[src/rtl/control_unit.sv]
// Multi-cycle control FSM: sequences the IR word over steps T0..T3.
// Ports: Clock/Reset/Run/IR in; datapath enables, ALUop, Done, Tstep out.
module control_unit #(
  parameter int n    = 10,
  parameter int NREG = 8
) (
  input  logic            Clock,
  input  logic            Reset,
  input  logic            Run,
  input  logic [n-1:0]    IR,
  output logic            IRin,
  output logic [NREG-1:0] Rin,
  output logic [NREG-1:0] Rout,
  output logic            Ain,
  output logic            Gin,
  output logic            Gout,
  output logic            DINout,
  output logic [1:0]      ALUop,
  output logic            ADDRin,
  output logic            DOUTin,
  output logic            W_D,
  output logic            Done,
  output logic [1:0]      Tstep
);

  localparam logic [1:0] T0 = 2'd0;
  localparam logic [1:0] T1 = 2'd1;
  localparam logic [1:0] T2 = 2'd2;
  localparam logic [1:0] T3 = 2'd3;

  logic [3:0]      op;
  logic [NREG-1:0] xsel;
  logic [NREG-1:0] ysel;
  logic [1:0]      alu_code;
  logic            is_mv;
  logic            is_mvi;
  logic            is_alu;
  logic            is_ld;
  logic            is_st;
  logic            is_nop;

  assign op   = IR[n-1:n-4];
  assign xsel = NREG'(1) << IR[5:3];
  assign ysel = NREG'(1) << IR[2:0];

  // add/sub/and/slt are opcodes 2..5; flipping bit 1
  // maps them onto ALU codes 0..3.
  assign alu_code = op[1:0] ^ 2'b10;

  // Opcode classes are mutually exclusive and cover
  // all 16 encodings (1xxx is NOP).
  assign is_nop = op[3];
  assign is_mv  = (op == 4'd0);
  assign is_mvi = (op == 4'd1);
  assign is_alu = !op[3] && (op[2:1] == 2'b01 ||
                             op[2:1] == 2'b10);
  assign is_ld  = (op == 4'd6);
  assign is_st  = (op == 4'd7);

  always_comb begin
    IRin   = 1'b0;
    Rin    = '0;
    Rout   = '0;
    Ain    = 1'b0;
    Gin    = 1'b0;
    Gout   = 1'b0;
    DINout = 1'b0;
    ALUop  = 2'b00;
    ADDRin = 1'b0;
    DOUTin = 1'b0;
    W_D    = 1'b0;
    Done   = 1'b0;
    unique case (Tstep)
      T0: IRin = Run;
      T1: begin
        unique case (1'b1)
          is_mv: begin
            Rout = ysel;
            Rin  = xsel;
            Done = 1'b1;
          end
          is_mvi: begin
            DINout = 1'b1;
            Rin    = xsel;
            Done   = 1'b1;
          end
          is_alu: begin
            Rout = xsel;
            Ain  = 1'b1;
          end
          is_ld, is_st: begin
            Rout   = ysel;
            ADDRin = 1'b1;
          end
          is_nop: Done = 1'b1;
        endcase
      end
      T2: begin
        unique case (1'b1)
          is_alu: begin
            Rout  = ysel;
            Gin   = 1'b1;
            ALUop = alu_code;
          end
          is_ld: ;
          is_st: begin
            Rout   = xsel;
            DOUTin = 1'b1;
            W_D    = 1'b1;
            Done   = 1'b1;
          end
          // Unreachable for other ops; end the
          // instruction rather than wander.
          default: Done = 1'b1;
        endcase
      end
      T3: begin
        unique case (1'b1)
          is_alu: begin
            Gout = 1'b1;
            Rin  = xsel;
            Done = 1'b1;
          end
          is_ld: begin
            DINout = 1'b1;
            Rin    = xsel;
            Done   = 1'b1;
          end
          default: Done = 1'b1;
        endcase
      end
    endcase
  end

  always_ff @(posedge Clock) begin
    if (Reset)
      Tstep <= T0;
    else if (Done)
      Tstep <= T0;
    else if (Tstep == T0 && !Run)
      Tstep <= T0;
    else
      Tstep <= Tstep + 2'd1;
  end

endmodule
[config.mk]
export PLATFORM = sky130hd
export DESIGN_NAME = control_unit
export DESIGN_NICKNAME = d
export VERILOG_FILES = /design/src/rtl/control_unit.sv
export SDC_FILE = /design/constraint.sdc
export NUM_CORES = 1
export LEC_CHECK = 0
export CAP_MARGIN = 20
export CORE_UTILIZATION = 37
export CTS_BUF_LIST = sky130_fd_sc_hd__clkbuf_4 sky130_fd_sc_hd__clkbuf_8
export CTS_CLUSTER_SIZE = 12
export DETAILED_ROUTE_END_ITERATION = 6
export GPL_TIMING_DRIVEN = 1
export PLACE_DENSITY = 0.88
export SKIP_CTS_REPAIR_TIMING = 1
export SYNTH_ARGS = -nofsm -noshare
export SYNTH_HDL_FRONTEND = slang
export SYNTH_SLANG_ARGS = --single-unit
export TNS_END_PERCENT = 1
[constraint.sdc]
create_clock -name Clock -period 4.3 [get_ports Clock]
set_input_delay 0.86 -clock Clock [delete_from_list [all_inputs] [get_ports Clock]]
set_output_delay 0.86 -clock Clock [all_outputs]
set_load 0.01 [all_outputs]
==> reports/metrics.csv, run 1 <==
stage,metric,value,unit
setup_path,critPathLaunchType,input port,
power_and_ir_drop,power.total,0.161,mW
setup_path,worstSetupPathType,in -> out,
floorplanning,ios,42,
sta,post-route-period-util,93.9,%
final_layout,largestRegisters,Tstep: 2 flops,
synth,ys_seq_elements,2,
power_and_ir_drop,pwr-share-seq,15.2,%
setup_path,cp_data_arrival_time,3180,ps
final_layout,multi_input_area,490,um2
synth,syn_inst,80,
route,ant_nets,0,
sta,tightest_slew,366,ps
synth,synth_compound_area_share,24.2,%
grt,grt_pass1_vias,646,
clocking,clock-sinks,2,
power_and_ir_drop,p_int,0.100,mW
floorplanning,core,1350,um2
sta,max_freq,0.248,GHz
clocking,cts_buffer_depth,2,
placement,dpl.cell_count,135,
grt,grt_max_degree,13,
final_layout,most-common-layout-cells,"clkdlybuf4s50_1, nor2_1, o22ai_1, nand2_1, ha_1",
route,drt_pre_antenna_iters,4,
final_layout,fin_util,75.0,%
synth,synthAdderAreaFrac,11.2,%
synth,synthSimpleGateAreaFrac,49.0,%
setup_path,crit_fanout,10,
route,wl_per_cell,13.9,um
grt,antenna_found_initial,0,
synth,ys_warn_count,0,
route,wirelength,1910,um
power_and_ir_drop,peakVddDrop,0.194,mV
placement,io_buffers,41,
final_layout,layout-drive-gt1-share,9.76,%
floorplanning,rows,13,
floorplanning,die_w,40.9,um
synth,synth_enable_flop_cells,0,
grt,grt_first_pass_wirelength,2640,um
route,vias,800,
floorplanning,die_h,40.9,um
sta,fin_crit,4040,ps
setup_path,cp.required,3440,ps
synth,synthDistinctLibCells,35,
power_and_ir_drop,switching_power,0.0608,mW
sta,finClkSkew,6.62,ps
route,drc,0,
route,vias_per_cell,5.80,
clocking,cts_root_buf,clkbuf_4,
power_and_ir_drop,switching_share,37.7,%
power_and_ir_drop,power_density,159,nW/um2
setup_path,cp-end-kind,output port,
final_layout,area_growth,81.0,%
sta,rsz0062_at_grt,no,
final_layout,stdcell_count,138,
grt,gr-total-overflow,0,
synth,synth_xor_area_share,1.57,%
sta,finalWorstSetupSlack,261,ps
floorplanning,die_area,1670,um2
sta,setup_viol,0,
clocking,cts_tree,done,
power_and_ir_drop,pwr-share-clk,25.4,%
synth,synthMuxAreaShare,1.79,%
synth,async_flop_share,0,%
placement,place_hpwl,1480,um
final_layout,fin_nets,143,
sta,whs,522,ps
final_layout,layout_commonest_cell,clkdlybuf4s50_1,
final_layout,postLayoutCellArea,1010,um2
final_layout,regArea,40.0,um2
placement,gp_congestion,0.837,
grt,track_usage,24.0,%
clocking,clock_latency,220,ps
sta,slew_headroom,75.5,%
synth,syn_area,559,um2
synth,synth_top_family_by_area,simple AND/OR/NAND/NOR gates,
final_layout,largest_reg_flops,2,
sta,hold_viol_final,0,
synth,ys.flop_type,dfxtp_1,
power_and_ir_drop,p_leak,0.334,nW
clocking,cts_buffers,3,
sta,slew_violations,0,
clocking,path_clk_slew,30,ps
placement,place_ws,314,ps
synth,syn_nets,98,
placement,placed_cell_area,990,um2
job,max-cap-violations,0,
status,status,"finished, final reports clean",
worst_hold_path,min_path_type,reg -> reg,
route,drt_iter0_drc,26,
floorplanning,initial_core_util,41.4,%
final_layout,antenna_cells,0,
power_and_ir_drop,p_comb_share,59.4,%
synth,ys_seq_area_share,7.16,%
clocking,htree_levels,1,
final_layout,top_register,Tstep,
synth,synth.avg_cell_area,6.99,um2
final_layout,fillCellCount,107,
sta,setup_tns,0,ps
-- layer usage --
layer  track usage, %  vias up  share of wire (%)
met3             5.98        0                9.1
met2             46.9       37                 53
met1             20.3      379                 38
li1                 -      384                  -
met4             17.5        0                  0
met5                0        -                  0
-- synthesized netlist by cell type, types with 2 or more instances --
cell	count	area share, %
a21oi_1	4	3.6
buf_2	2	1.8
dfxtp_1	2	7.2
ha_1	5	11
inv_1	2	1.3
nand2_1	6	4.0
nand2b_1	4	4.5
nand3_1	3	2.7
nand3b_1	3	4.0
nor2_1	13	8.7
nor2b_1	2	2.2
nor3_1	3	2.7
nor3b_1	2	2.7
o22ai_1	7	7.8
or3_1	2	2.2
-- power groups by stage --
stage | registers, mW | clock network, mW | logic [mW]
after global placement | 0.0246 | 0 | 0.0918
after global routing | 0.0251 | 0.0426 | 0.104
after detailed placement | 0.0247 | 0 | 0.0940
after floorplan | 0.0255 | 0 | 0.0496
after CTS | 0.0246 | 0.0426 | 0.0951
final | 0.0245 | 0.0409 | 0.0957
-- worst paths after layout --
path | slack [ps] | cells past startpoint | to | from
worst max register to register | 2620 | 5 | Tstep[1]$_SDFF_PP0_ | Tstep[0]$_SDFF_PP0_
worst min register to register | 520 | 1 | Tstep[0]$_SDFF_PP0_ | Tstep[0]$_SDFF_PP0_
worst max-delay path | 260 | 7 | Rout[5] | IR[8]
worst min-delay path | 520 | 1 | Tstep[0]$_SDFF_PP0_ | Tstep[0]$_SDFF_PP0_
-- final cells by class --
| class | count | share of cell area (%) |
|---|---|---|
| Multi-Input combinational cell | 72 | 48.5 |
| Timing Repair Buffer | 44 | 42.8 |
| Sequential cell | 2 | 3.96 |
| Clock buffer | 3 | 2.22 |
| Tap cell | 15 | 1.85 |
| Inverter | 2 | 0.742 |
-- critical path, stage by stage --
cell and delay, ps:
clkdlybuf4s50_1 500, buf_4 220, or3b_1 410, a22oi_2 190, nand3_1 210, o22ai_1 220
clkdlybuf4s50_1 570
-- logic make-up (layout without fill, tap and decap cells) --
kind of cell	after synthesis	in the layout
AOI/OAI and AO/OA	17	17
buffers and inverters	6	49
muxes	1	1
adders and majority gates	5	5
DFF	2	2
and+or+nand+nor	48	48
xor gates and xnor gates	1	1
Power figures use the tool's default switching activity.
==> run 2, diff against run 1 <==
--- a/config.mk
+++ b/config.mk
@@ -11,6 +11,7 @@
 export CTS_CLUSTER_SIZE = 12
 export DETAILED_ROUTE_END_ITERATION = 6
 export GPL_TIMING_DRIVEN = 1
+export HOLD_SLACK_MARGIN = 0.12
 export PLACE_DENSITY = 0.88
 export SKIP_CTS_REPAIR_TIMING = 1
 export SYNTH_ARGS = -nofsm -noshare
==> constraint.sdc (replaced) <==
create_clock -name Clock -period 4.3 [get_ports Clock]
set_input_delay 1.075 -clock Clock [delete_from_list [all_inputs] [get_ports Clock]]
set_output_delay 1.075 -clock Clock [all_outputs]
set_load 0.01 [all_outputs]
==> reports/metrics.csv, run 2 (synthesis gave the netlist of run 1 again) <==
stage,metric,value,unit,change
status,status,"finished, final reports clean",,
clocking,cts_buffers,3,,unchanged
clocking,cts_buffer_depth,2,,unchanged
placement,place_hpwl,1440,um,-2.4%
setup_path,crit_start,IR[8],,
power_and_ir_drop,switching_share,38.8,%,+1.0 points
floorplanning,rows,13,,unchanged
final_layout,antenna_cells,0,,unchanged
route,wl_per_cell,13.6,um,-1.7%
sta,slew_violations,0,,unchanged
worst_hold_path,hold_depth,1,,unchanged
final_layout,top_register,Tstep,,
setup_path,crit_fanout,6,,-4
setup_path,critPathLaunchType,input port,,
clocking,clock-sinks,2,,unchanged
clocking,path_clk_slew,30,ps,about the same
final_layout,fillCellCount,89,,-17%
setup_path,worst_r2r_startpoint,Tstep[0]$_SDFF_PP0_,,
grt,track_usage,25.1,%,+1.0 points
setup_path,cp.required,3220,ps,-220 ps
final_layout,layout-drive-gt1-share,12.8,%,+3.0 points
sta,finClkSkew,0.397,ps,-6.22 ps
clocking,clock_latency,230,ps,about the same
sta,setup_viol,0,,unchanged
sta,hold_viol_final,0,,unchanged
grt,grt_first_pass_wirelength,2820,um,+6.5%
sta,slew_headroom,78.6,%,+3.0 points
sta,max_freq,0.234,GHz,-5.6%
final_layout,layout_commonest_cell,clkdlybuf4s50_1,,
floorplanning,ios,42,,unchanged
placement,io_buffers,41,,unchanged
route,drt_iter0_drc,13,,-50%
route,drc,0,,unchanged
clocking,htree_levels,1,,unchanged
setup_path,r2r-end,Tstep[1]$_SDFF_PP0_,,
sta,post-route-period-util,99.5,%,+5.6 points
power_and_ir_drop,p_int,0.102,mW,+1.8%
power_and_ir_drop,pwr-share-clk,25.6,%,+0.2 points
floorplanning,initial_core_util,41.4,%,unchanged
sta,setup_tns,0,ps,unchanged
final_layout,largestRegisters,Tstep: 2 flops,,
setup_path,cp-end-kind,output port,,
setup_path,critical_path.endpoint,Rout[5],,
power_and_ir_drop,pwr-share-seq,14.7,%,-0.5 points
grt,gr-total-overflow,0,,unchanged
sta,fin_crit,4280,ps,+241 ps
final_layout,area_growth,91.3,%,
final_layout,fin_nets,145,,+1.4%
final_layout,regArea,40.0,um2,unchanged
clocking,cts_tree,done,,
power_and_ir_drop,power_density,156,nW/um2,-2.0%
route,vias,795,,-0.63%
worst_hold_path,min_path_type,reg -> reg,,
floorplanning,die_w,40.9,um,unchanged
grt,antenna_found_initial,0,,unchanged
floorplanning,die_h,40.9,um,unchanged
sta,tightest_slew,319,ps,-47.4 ps
job,max-cap-violations,0,,unchanged
route,ant_nets,0,,unchanged
grt,grt_pass1_vias,706,,+9.3%
floorplanning,die_area,1670,um2,unchanged
sta,finalWorstSetupSlack,20.3,ps,-241 ps
floorplanning,core,1350,um2,unchanged
setup_path,r2r_slack,2760,ps,+140 ps
route,wirelength,1910,um,-0.31%
sta,rsz0062_at_grt,yes,,
sta,whs,528,ps,+5.70 ps
clocking,cts_root_buf,clkbuf_4,,
placement,place_ws,13.7,ps,-301 ps
final_layout,largest_reg_flops,2,,unchanged
final_layout,most-common-layout-cells,"clkdlybuf4s50_1, nor2_1, dlymetal6s2s_1, o22ai_1",,
setup_path,rr_worst_depth,5,,unchanged
power_and_ir_drop,peakVddDrop,0.195,mV,+0.28%
route,vias_per_cell,5.68,,-2.0%
route,drt_pre_antenna_iters,4,,unchanged
grt,grt_max_degree,10,,-3
final_layout,multi_input_area,510,um2,+4.1%
power_and_ir_drop,p_leak,0.503,nW,+51%
placement,gp_congestion,0.811,,-3.1%
power_and_ir_drop,switching_power,0.0647,mW,+6.4%
setup_path,cp_data_arrival_time,3200,ps,+20 ps
power_and_ir_drop,p_comb_share,59.8,%,+0.4 points
setup_path,worstSetupPathType,in -> out,,
run 2: worst min path at each step:
stage | start | to | slack (ps)
6_report | Tstep[0]$_SDFF_PP0_ | Tstep[0]$_SDFF_PP0_ | 530
3_3_place_gp | Tstep[0]$_SDFF_PP0_ | Tstep[0]$_SDFF_PP0_ | 520
2_1_floorplan | Tstep[0]$_SDFF_PP0_ | Tstep[0]$_SDFF_PP0_ | 540
3_5_place_dp | Tstep[0]$_SDFF_PP0_ | Tstep[0]$_SDFF_PP0_ | 520
4_1_cts | Tstep[0]$_SDFF_PP0_ | Tstep[0]$_SDFF_PP0_ | 530
5_1_grt | Tstep[0]$_SDFF_PP0_ | Tstep[0]$_SDFF_PP0_ | 570
run 2: metal layers:
layer  routed length (um)  vias up  GRT usage (%)
li1                     -      386              -
met3                  193        2           5.98
met4                   19        0           15.0
met5                    0        -              0
met1                  719      370           23.3
met2                  974       37           48.0
run 2: cell type report:
| type | instances | area share (%) |
|---|---|---|
| clock buffer | 3 | 2.11 |
| inverter | 2 | 0.702 |
| multi-input combinational | 72 | 47.7 |
| sequential | 2 | 3.74 |
| tap | 15 | 1.75 |
| timing repair buffer | 46 | 44.0 |
run 2: metrics by stage:
stage,area [um2],power (mW),instances,utilization (%)
floorplan,559,0.0751,80,-
global placement,1000,0.118,137,74.4
detailed placement,1000,0.121,137,74.4
CTS,1030,0.167,140,76.1
global route,1070,0.178,140,79.2
finish,1070,0.167,140,79.2
run 2: critical path: stages:
cell and delay [ps]:
clkdlybuf4s50_1 440, buf_4 170, or3b_1 390, a22oi_2 230
nand3_2 150, o22ai_1 190, clkdlybuf4s50_1 570
run 2: power groups by stage:
stage	combinational, mW	sequential, mW	clock [mW]
5_1_grt	0.108	0.0250	0.0444
3_5_place_dp	0.0961	0.0247	0
6_report	0.0997	0.0245	0.0427
3_3_place_gp	0.0935	0.0247	0
2_1_floorplan	0.0496	0.0255	0
4_1_cts	0.0971	0.0245	0.0456
